--- src/rtl/detect_winner_seq.sv ---
// detect_winner_seq: sequential N x N tic-tac-toe win detector, one line evaluated per clock
// with start/busy/done handshake and registered results.
module detect_winner_seq #(
    parameter int N = 3
) (
    input  logic             clk,
    input  logic             rst,
    input  logic             start,
    input  logic [N*N-1:0]   ain,
    input  logic [N*N-1:0]   bin,
    output logic             busy,
    output logic             done,
    output logic [2*N+1:0]   win_line,
    output logic [1:0]       winner,
    output logic             draw,
    output logic             overlap
);
    localparam int L = 2*N + 2;
    localparam int C = N*N;
    localparam int IW = $clog2(L);

    typedef enum logic [1:0] {IDLE, SCAN, DONE} state_t;

    state_t         state_q, state_d;
    logic [IW-1:0]  idx_q, idx_d;
    logic [C-1:0]   a_q, a_d, b_q, b_d;
    logic [L-1:0]   acc_a_q, acc_a_d, acc_b_q, acc_b_d;
    logic [L-1:0]   win_line_q, win_line_d;
    logic [1:0]     winner_q, winner_d;
    logic           draw_q, draw_d, overlap_q, overlap_d;
    logic [L-1:0]   a_all, b_all, onehot;

    // Bit pattern of the cells forming line k (rows, columns, main diag, anti-diag).
    function automatic logic [C-1:0] line_mask(input int k);
        line_mask = '0;
        for (int r = 0; r < N; r++)
            for (int c = 0; c < N; c++)
                if ((k < N && r == k) || (k >= N && k < 2*N && c == k - N) ||
                    (k == 2*N && r == c) || (k == 2*N + 1 && r + c == N - 1))
                    line_mask[C-1-(r*N+c)] = 1'b1;
    endfunction

    for (genvar k = 0; k < L; k++) begin : g_line
        assign a_all[k] = &(a_q | ~line_mask(k));
        assign b_all[k] = &(b_q | ~line_mask(k));
    end

    assign onehot = L'(1) << idx_q;

    always_comb begin
        state_d    = state_q;
        idx_d      = idx_q;
        a_d        = a_q;
        b_d        = b_q;
        acc_a_d    = acc_a_q;
        acc_b_d    = acc_b_q;
        win_line_d = win_line_q;
        winner_d   = winner_q;
        draw_d     = draw_q;
        overlap_d  = overlap_q;
        case (state_q)
            IDLE: if (start) begin
                state_d = SCAN;
                a_d     = ain;
                b_d     = bin;
                idx_d   = '0;
                acc_a_d = '0;
                acc_b_d = '0;
            end
            SCAN: begin
                acc_a_d = acc_a_q | (a_all & onehot);
                acc_b_d = acc_b_q | (b_all & onehot);
                idx_d   = idx_q + 1'b1;
                if (idx_q == IW'(L-1)) begin
                    state_d    = DONE;
                    idx_d      = '0;
                    win_line_d = acc_a_d | acc_b_d;
                    winner_d   = {|acc_b_d, |acc_a_d};
                    draw_d     = &(a_q | b_q) && !(|acc_a_d) && !(|acc_b_d);
                    overlap_d  = |(a_q & b_q);
                end
            end
            default: state_d = IDLE;
        endcase
    end

    always_ff @(posedge clk or posedge rst) begin
        if (rst) begin
            state_q    <= IDLE;
            idx_q      <= '0;
            a_q        <= '0;
            b_q        <= '0;
            acc_a_q    <= '0;
            acc_b_q    <= '0;
            win_line_q <= '0;
            winner_q   <= '0;
            draw_q     <= 1'b0;
            overlap_q  <= 1'b0;
        end else begin
            state_q    <= state_d;
            idx_q      <= idx_d;
            a_q        <= a_d;
            b_q        <= b_d;
            acc_a_q    <= acc_a_d;
            acc_b_q    <= acc_b_d;
            win_line_q <= win_line_d;
            winner_q   <= winner_d;
            draw_q     <= draw_d;
            overlap_q  <= overlap_d;
        end
    end

    assign busy     = (state_q == SCAN);
    assign done     = (state_q == DONE);
    assign win_line = win_line_q;
    assign winner   = winner_q;
    assign draw     = draw_q;
    assign overlap  = overlap_q;
endmodule
--- config.mk ---
export PLATFORM = sky130hd
export DESIGN_NAME = detect_winner_seq
export DESIGN_NICKNAME = d
export VERILOG_FILES = /design/src/rtl/detect_winner_seq.sv
export SDC_FILE = /design/constraint.sdc
export NUM_CORES = 1
export LEC_CHECK = 0
export BUFFER_PORTS_ARGS = -buffer_cell sky130_fd_sc_hd__buf_2
export CAP_MARGIN = 20
export CORE_MARGIN = 2
export CORE_UTILIZATION = 27
export CTS_BUF_LIST = sky130_fd_sc_hd__clkbuf_8
export CTS_CLUSTER_SIZE = 25
export DETAILED_ROUTE_END_ITERATION = 10
export PLACE_DENSITY = 0.45
export SLEW_MARGIN = 20
export SYNTH_ARGS = -nofsm -noshare
export SYNTH_HDL_FRONTEND = slang
export SYNTH_SLANG_ARGS = --single-unit
--- constraint.sdc ---
create_clock -name clk -period 4.3 [get_ports clk]
set_input_delay 1.29 -clock clk [delete_from_list [all_inputs] [get_ports clk]]
set_output_delay 1.29 -clock clk [all_outputs]
set_load 0.05 [all_outputs]
==> results.sh, run 1 <==
export IMPL_yosysMostFrequentCell="nand2_1"
export IMPL_run_status="complete, no violations"
export IMPL_rrSetupSlack_ns=2.30
export IMPL_io_buffers=34
export IMPL_first_pass_iters=4
export IMPL_cts_resized=0
export IMPL_core_um2=8217
export IMPL_syn_inst=239
export IMPL_cp_slowest_cell="dfrtp_1"
export IMPL_holdPathStages=2
export IMPL_rows=33
export IMPL_hp_start="winner[0]$_DFFE_PP0P_"
export IMPL_dpl_cell_area_um2=2564
export IMPL_cts_setup_buffers=0
export IMPL_cp_end_kind="output port"
export IMPL_die_area_um2=9219
export IMPL_synth_warnings=0
export IMPL_slew_viol_final=0
export IMPL_seqCellArea_um2=1276
export IMPL_synth_edf_count=0
export IMPL_p_per_area_nw_per_um2=738.3
export IMPL_grt_util_all_layers=0.1466
export IMPL_nNetsFinal=300
export IMPL_syn_area_per_cell_um2=9.565
export IMPL_fmax_mhz=358.4
export IMPL_r2r_end="draw$_DFFE_PP0P_"
export IMPL_clk_pin_slew_ns=0.10
export IMPL_synthesis_nets=266
export IMPL_htreeDepth=2
export IMPL_r2r_start="idx_q[0]$_DFFE_PP0P_"
export IMPL_finClkSkew_ns=0.008331
export IMPL_drive_above_1_share=0.1905
export IMPL_grt_max_degree=52
export IMPL_leakagePower_uw=0.001315
export IMPL_tightest_slew_ns=0.7170
export IMPL_yosysSeqAreaShare=0.5583
export IMPL_async_reset_ff_frac=1.000
export IMPL_synth_common_cells="nand2_1 (59), dfrtp_1 (51), nor2_1 (31)"
export IMPL_synth_cell_types=34
export IMPL_slowest_delay_ns=0.40
export IMPL_yosysTopAreaCell="dfrtp_1"
export IMPL_overflow=0
export IMPL_n_antenna_cell=0
export IMPL_ant_nets=0
export IMPL_ys_ff_latch=51
export IMPL_drv_cap=0
export IMPL_clk_latency_ns=0.31
export IMPL_die_w_um=96.02
export IMPL_wire_per_inst_um=15.93
export IMPL_power_uw=1971
export IMPL_peakVddDrop_uv=253.8
export IMPL_nFillCells=860
export IMPL_crit_chain="nand2b_4 > inv_1 > buf_4 > buf_2"
export IMPL_cts_buffer_depth=2
export IMPL_cts_root_buf="clkbuf_8"
export IMPL_multi_input_area_um2=945.9
export IMPL_ios=35
export IMPL_cp_start_kind="register"
export IMPL_finalInstanceArea_um2=2670
export IMPL_crit_fanout=20
export IMPL_chipHeight_um=96.02
export IMPL_wirelength_um=6020
export IMPL_gp_congestion=0.7973
export IMPL_drc=0
export IMPL_cts_sinks=51
export IMPL_vias=1816
export IMPL_initial_core_util=0.2782
export IMPL_cts_made_buffers=5
export IMPL_synth_ff_type="dfrtp_1"
export IMPL_worst_hold_path_type="register to register"
export IMPL_viasPerCell=4.804
export IMPL_cp_data_required_time_ns=3.01
export IMPL_cts_tree="built"
export IMPL_netlist_area_um2=2286
export IMPL_min_delay_worst_endpoint="winner[0]$_DFFE_PP0P_"
export IMPL_fin_crit_ns=2.790
export IMPL_cts_hold_buf=0
export IMPL_tns_ns=0
export IMPL_place_hpwl_um=4149
export IMPL_initialDrtViolationCount=157
export IMPL_period_share=0.6489
export IMPL_r2r_worst_path_cells=7
export IMPL_hold_violations=0
export IMPL_area_growth_pct=16.80
export IMPL_worstSetupPathType="register to output port"
export IMPL_rsz0062_at_grt="false"
export IMPL_synthTopCellsByArea="dfrtp_1 (56%), nand2_1 (9.7%), nor2_1 (5.1%)"
export IMPL_maxSlewHeadroom=0.5209
export IMPL_yosysTopAreaCellShare=0.5583
export IMPL_antenna_found_initial=0
export IMPL_grt_pass1_vias=1793
export IMPL_setup_violations=0
export IMPL_grt_pass1_wl_um=10040
export IMPL_worst_endpoint_arrival_ns=1.50
per-layer routing:
metal | vias up | GRT usage | share of wire
li1 | 909 | - | -
met1 | 846 | 0.2205 | 0.49
met2 | 56 | 0.2130 | 0.44
met3 | 5 | 0.03211 | 0.062
met4 | 0 | 0.03571 | 0.011
met5 | - | 0 | 0
registers in the layout, summed over array words and instances (netlist names):
name,cells
a_q,9
b_q,9
acc_a_q,8
acc_b_q,8
win_line,8
idx_q,3
state_q,2
winner,2
draw,1
overlap,1
kinds of logic after synthesis:
kind of cell,Yosys count,synth area share
AOI/OAI and AO/OA,40,0.1341
and+or+nand+nor,127,0.2469
DFF,51,0.5583
buffers and inverters,15,0.02791
adders and majority gates,6,0.03284
placed cells by master, fill, tap and decap left out, types with 2 or more instances in the layout:
master / n
a21oi_1: 2
a22oi_1: 2
a31oi_1: 9
a41o_1: 2
a41oi_1: 10
and2_1: 2
and3_2: 2
and4_1: 2
buf_2: 34
buf_4: 2
clkbuf_8: 5
dfrtp_1: 51
ha_1: 6
inv_1: 4
nand2_1: 59
nand3_1: 5
nand4_1: 2
nor2_1: 31
nor2b_1: 3
nor3_1: 16
o21ai_0: 4
o22ai_1: 3
o31ai_1: 2
cell type report:
cell class / instances / share of cell area
tap: 105 / 0.04920
multi-input combinational: 173 / 0.3543
timing repair buffer: 36 / 0.06935
sequential: 51 / 0.4780
inverter: 6 / 0.009372
clock inverter: 2 / 0.01406
clock buffer: 5 / 0.02577
worst max path at each step:
stage,startpoint,endpoint,cells after the start
2_1_floorplan,rst,a_q[0]$_DFFE_PP0P_,1
3_3_place_gp,state_q[1]$_DFFE_PP0P_,busy,4
3_5_place_dp,state_q[1]$_DFFE_PP0P_,busy,4
4_1_cts,state_q[1]$_DFFE_PP0P_,busy,4
5_1_grt,state_q[1]$_DFFE_PP0P_,busy,4
6_report,state_q[1]$_DFFE_PP0P_,busy,4
report_power, final:
part / internal [µW] / total [µW] / switching (µW)
clock: 170 / 338 / 168
combinational: 238 / 775 / 537
sequential: 640 / 858 / 217
worst max-delay path, delay by kind of cell, from the launching register on:
| kind | cells | cell delay [ns] |
|---|---|---|
| buffers and inverters | 3 | 0.61 |
| DFF | 1 | 0.40 |
| and+or+nand+nor | 1 | 0.17 |
stage by stage:
stage               instances    util  hold WS (ns)  setup WS (ns)
finish                    378  0.3250        0.4922          1.510
global route              378  0.3250        0.5434          1.441
CTS                       378  0.3250        0.5036          1.515
detailed placement        371  0.3120        0.4804          1.865
global placement          371  0.3117        0.4677          1.873
floorplan                 239       -        0.4970          1.780
Note: power is estimated with default switching activity, not from simulation.
==> inputs of run 2 (changes only) <==
- PLACE_DENSITY: 0.45 -> 0.46
- clock period: 4.3 -> 2.4 ns (I/O delays scaled with it)
==> run 2 against run 1 <==
Net effect:
- register-to-register slack worse by 1.8 ns
- non-clock buffer count is 6 higher
- clock-buffer cell count is 1 higher
- die area stayed put
- critical path depth is 1 lower
- sequential power is 82% higher
- final cell count is 1.6% higher
- total power is 77% higher
==> results.sh, run 2 (synthesis results as in run 1) <==
export IMPL_rsz0062_at_grt="false"
export IMPL_r2r_end="draw$_DFFE_PP0P_"
export IMPL_rows=33
export IMPL_drv_cap=0
export IMPL_finClkSkew_ns=0.005174
export IMPL_grt_util_all_layers=0.1475
export IMPL_core_um2=8217
export IMPL_crit_fanout=6
export IMPL_chipHeight_um=96.02
export IMPL_nNetsFinal=306
export IMPL_grt_max_degree=35
export IMPL_leakagePower_uw=0.001342
export IMPL_setup_violations=0
export IMPL_drc=0
export IMPL_fin_crit_ns=2.065
export IMPL_htreeDepth=2
export IMPL_wire_per_inst_um=16.29
export IMPL_vias=1941
export IMPL_n_antenna_cell=0
export IMPL_io_buffers=34
export IMPL_initialDrtViolationCount=137
export IMPL_gp_congestion=0.8724
export IMPL_cts_tree="built"
export IMPL_clk_latency_ns=0.30
export IMPL_cts_root_buf="clkbuf_8"
export IMPL_wirelength_um=6254
export IMPL_slew_viol_final=0
export IMPL_cts_setup_buffers=0
export IMPL_fmax_mhz=484.2
export IMPL_peakVddDrop_uv=474.8
export IMPL_rrSetupSlack_ns=0.52
export IMPL_worstSetupPathType="register to output port"
export IMPL_grt_pass1_wl_um=10340
export IMPL_place_hpwl_um=4420
export IMPL_overflow=0
export IMPL_cts_buffer_depth=2
export IMPL_pre_cts_ws_ns=0.5662
export IMPL_maxSlewHeadroom=0.6657
export IMPL_clk_pin_slew_ns=0.09
export IMPL_run_status="complete, no violations"
export IMPL_viasPerCell=5.055
export IMPL_die_w_um=96.02
export IMPL_r2r_worst_path_cells=7
export IMPL_cp_start_kind="register"
export IMPL_cts_sinks=51
export IMPL_cp_data_required_time_ns=1.68
export IMPL_r2r_start="idx_q[0]$_DFFE_PP0P_"
export IMPL_first_pass_iters=4
export IMPL_holdWs_ns=0.4380
export IMPL_ios=35
export IMPL_p_per_area_nw_per_um2=1289
export IMPL_cts_resized=0
export IMPL_hold_violations=0
export IMPL_power_uw=3489
export IMPL_final_common_cell="nand2_1"
export IMPL_drive_above_1_share=0.2079
export IMPL_nFillCells=881
export IMPL_die_area_um2=9219
export IMPL_final_cell_mix="nand2_1 (59), dfrtp_1 (51), buf_2 (34)"
export IMPL_worst_hold_path_type="primary input to async pin"
export IMPL_ant_nets=0
export IMPL_setup_slack_ns=0.3348
export IMPL_area_growth_pct=18.39
export IMPL_tightest_slew_ns=0.5007
export IMPL_largestRegisters="a_q (9), b_q (9)"
export IMPL_cts_hold_buf=0
export IMPL_period_share=0.8605
export IMPL_grt_pass1_vias=1886
export IMPL_worst_endpoint_arrival_ns=1.35
export IMPL_cts_made_buffers=5
export IMPL_cp_end_kind="output port"
export IMPL_antenna_found_initial=0
export IMPL_tns_ns=0
export IMPL_initial_core_util=0.2782
[run 2: cell types whose count changed in the layout (fill, tap and decap cells not counted)]
cell        previous run  this run
buf_12                 0         1
buf_4                  2         7
bufinv_16              1         0
clkbuf_8               5         6
clkinv_2               0         1
clkinvlp_4             1         0
inv_2                  1         2
inv_4                  1         0
[run 2: routing by layer]
metal | track usage | share of wire | vias to the layer above
li1 | - | - | 928
met1 | 0.2098 | 0.49 | 930
met2 | 0.2216 | 0.43 | 67
met3 | 0.03132 | 0.048 | 16
met4 | 0.05119 | 0.025 | 0
met5 | 0 | 0 | -
[run 2: worst max-delay path by stage]
stage                     slack [ns]                  to                   start  cells past startpoint
final                           0.33                busy  state_q[1]$_DFFE_PP0P_                      3
after detailed placement        0.57    draw$_DFFE_PP0P_    idx_q[0]$_DFFE_PP0P_                      7
after CTS                       0.33                busy  state_q[1]$_DFFE_PP0P_                      3
after global placement          0.61    draw$_DFFE_PP0P_    idx_q[0]$_DFFE_PP0P_                      6
after global routing            0.30                busy  state_q[1]$_DFFE_PP0P_                      3
after floorplan                 0.45  a_q[0]$_DFFE_PP0P_                     rst                      1
[run 2: final cells by class]
cell class | instances | area [µm²] | share of cell area
Clock inverter | 1 | 5.005 | 0.001849
Multi-Input combinational cell | 173 | 945.9 | 0.3495
Inverter | 6 | 22.52 | 0.008322
Sequential cell | 51 | 1276 | 0.4716
Timing Repair Buffer | 42 | 242.7 | 0.08969
Tap cell | 105 | 131.4 | 0.04854
Clock buffer | 6 | 82.58 | 0.03051
[run 2: critical path: stages, from the launching register on]
cell	delay [ns]
dfrtp_1	0.41
nand2b_4	0.18
inv_1	0.16
buf_2	0.30
[run 2: power by group]
part | switching [µW] | internal, µW
clock | 282 | 227
combinational | 979 | 446
sequential | 409 | 1150
total | 1670 | 1820
[run 2: metrics by stage]
stage / area [µm²] / util / cells
2_1_floorplan: 2286 / - / 239
3_3_place_gp: 2619 / 0.3187 / 377
3_5_place_dp: 2619 / 0.3187 / 377
4_1_cts: 2706 / 0.3294 / 384
5_1_grt: 2706 / 0.3294 / 384
6_report: 2706 / 0.3294 / 384
==> inputs of run 3 (changes only) <==
- CELL_PAD_IN_SITES_DETAIL_PLACEMENT: unset -> 2
- CELL_PAD_IN_SITES_GLOBAL_PLACEMENT: unset -> 2
- PLACE_DENSITY: 0.46 -> 0.67
==> run 3 against run 2 <==
Net effect:
- non-clock buffer count rose by 1
- hold slack got worse by 0.034 ns
- maximum frequency fell by 2.3%
- highest routed layer unchanged
- combinational power rose by 4%
- via count fell by 0.82%
- die area did not move
==> results.sh, run 3 (synthesis results as in run 1) <==
export IMPL_maxSlewHeadroom=0.6337
export IMPL_cp_end_kind="output port"
export IMPL_wire_per_inst_um=18.74
export IMPL_peakVddDrop_uv=355.5
export IMPL_cts_resized=0
export IMPL_grt_max_degree=33
export IMPL_largestRegisters="a_q (9), b_q (9)"
export IMPL_area_growth_pct=20.03
export IMPL_cp_data_required_time_ns=1.68
export IMPL_cp_start_kind="register"
export IMPL_period_share=0.8812
export IMPL_place_hpwl_um=5464
export IMPL_run_status="complete, no violations"
export IMPL_io_buffers=34
export IMPL_r2r_start="idx_q[0]$_DFFE_PP0P_"
export IMPL_gp_congestion=0.8961
export IMPL_cts_buffer_depth=2
export IMPL_final_util=0.3339
export IMPL_tns_ns=0
export IMPL_rrSetupSlack_ns=0.47
export IMPL_overflow=0
export IMPL_leakagePower_uw=0.001361
export IMPL_drive_above_1_share=0.2135
export IMPL_initialDrtViolationCount=52
export IMPL_cts_sinks=51
export IMPL_ant_nets=0
export IMPL_drv_cap=0
export IMPL_n_antenna_cell=0
export IMPL_worstSetupPathType="register to output port"
export IMPL_p_per_area_nw_per_um2=1343
export IMPL_first_pass_iters=4
export IMPL_rows=33
export IMPL_viasPerCell=4.987
export IMPL_hold_violations=0
export IMPL_cts_root_buf="clkbuf_8"
export IMPL_rsz0062_at_grt="false"
export IMPL_ios=35
export IMPL_clk_pin_slew_ns=0.09
export IMPL_clk_latency_ns=0.31
export IMPL_vias=1925
export IMPL_setup_slack_ns=0.2851
export IMPL_nFillCells=939
export IMPL_worst_endpoint_arrival_ns=1.39
export IMPL_layoutNonFillerInstCount=386
export IMPL_fmax_mhz=472.8
export IMPL_tightest_slew_ns=0.5495
export IMPL_pre_cts_ws_ns=0.4857
export IMPL_multi_input_area_um2=945.9
export IMPL_holdWs_ns=0.4043
export IMPL_crit_fanout=6
export IMPL_core_um2=8217
export IMPL_post_place_cells=378
export IMPL_r2r_worst_path_cells=7
export IMPL_wirelength_um=7235
export IMPL_cts_setup_buffers=0
export IMPL_antenna_found_initial=0
export IMPL_r2r_end="draw$_DFFE_PP0P_"
export IMPL_worst_hold_path_type="primary input to async pin"
export IMPL_die_area_um2=9219
export IMPL_htreeDepth=2
export IMPL_cts_tree="built"
export IMPL_fin_crit_ns=2.115
export IMPL_setup_violations=0
export IMPL_nNetsFinal=307
export IMPL_grt_util_all_layers=0.1725
export IMPL_drc=0
export IMPL_final_cell_mix="nand2_1 (59), dfrtp_1 (51), buf_2 (34)"
export IMPL_grt_pass1_vias=2100
export IMPL_chipHeight_um=96.02
export IMPL_cts_hold_buf=0
export IMPL_slew_viol_final=0
export IMPL_initial_core_util=0.2782
export IMPL_finClkSkew_ns=0.005641
export IMPL_final_common_cell="nand2_1"
export IMPL_grt_pass1_wl_um=11860
export IMPL_seqCellArea_um2=1276
export IMPL_cts_made_buffers=5
export IMPL_die_w_um=96.02
[run 3: changes by cell type in the layout (fill, tap and decap cells not counted)]
| cell | delta |
|---|---|
| buf_4 | +1 |
| bufinv_16 | +1 |
[run 3: metal layers]
| layer | vias up | part of all wire | wire length, µm | track usage |
|---|---|---|---|---|
| met3 | 7 | 0.031 | 225 | 0.02897 |
| li1 | 922 | - | - | - |
| met2 | 43 | 0.48 | 3464 | 0.2841 |
| met4 | 0 | 0.013 | 91 | 0.03571 |
| met1 | 953 | 0.48 | 3453 | 0.2387 |
| met5 | - | 0 | 0 | 0 |
[run 3: worst max path at each step]
stage,start,endpoint,slack [ns]
after floorplan,rst,a_q[0]$_DFFE_PP0P_,0.45
after global placement,idx_q[0]$_DFFE_PP0P_,winner[0]$_DFFE_PP0P_,0.53
after detailed placement,idx_q[0]$_DFFE_PP0P_,draw$_DFFE_PP0P_,0.49
after CTS,state_q[1]$_DFFE_PP0P_,busy,0.27
after global routing,state_q[1]$_DFFE_PP0P_,busy,0.23
final,state_q[1]$_DFFE_PP0P_,busy,0.29
[run 3: power breakdown]
group	internal (µW)	leakage, µW	total, µW	switching, µW
logic	453	0.000651	1470	1020
registers	1150	0.000649	1570	422
clock network	338	0.0000612	644	306
[run 3: critical path, stage by stage, from the launching register on]
cell and delay, ns:
dfrtp_1 0.41, nand2b_4 0.18, inv_1 0.18, buf_2 0.31
[run 3: layout make-up]
cell class	count	area share
Clock buffer	6	0.03010
Clock inverter	2	0.01277
Multi-Input combinational cell	173	0.3447
Inverter	6	0.008208
Tap cell	105	0.04788
Timing Repair Buffer	43	0.09120
Sequential cell	51	0.4651
[run 3: per-stage QoR]
step | total power, µW | area, µm²
after detailed placement | 3085 | 2626
after global routing | 3951 | 2744
final | 3686 | 2744
after CTS | 3732 | 2744
after floorplan | 2502 | 2286
after global placement | 3021 | 2626
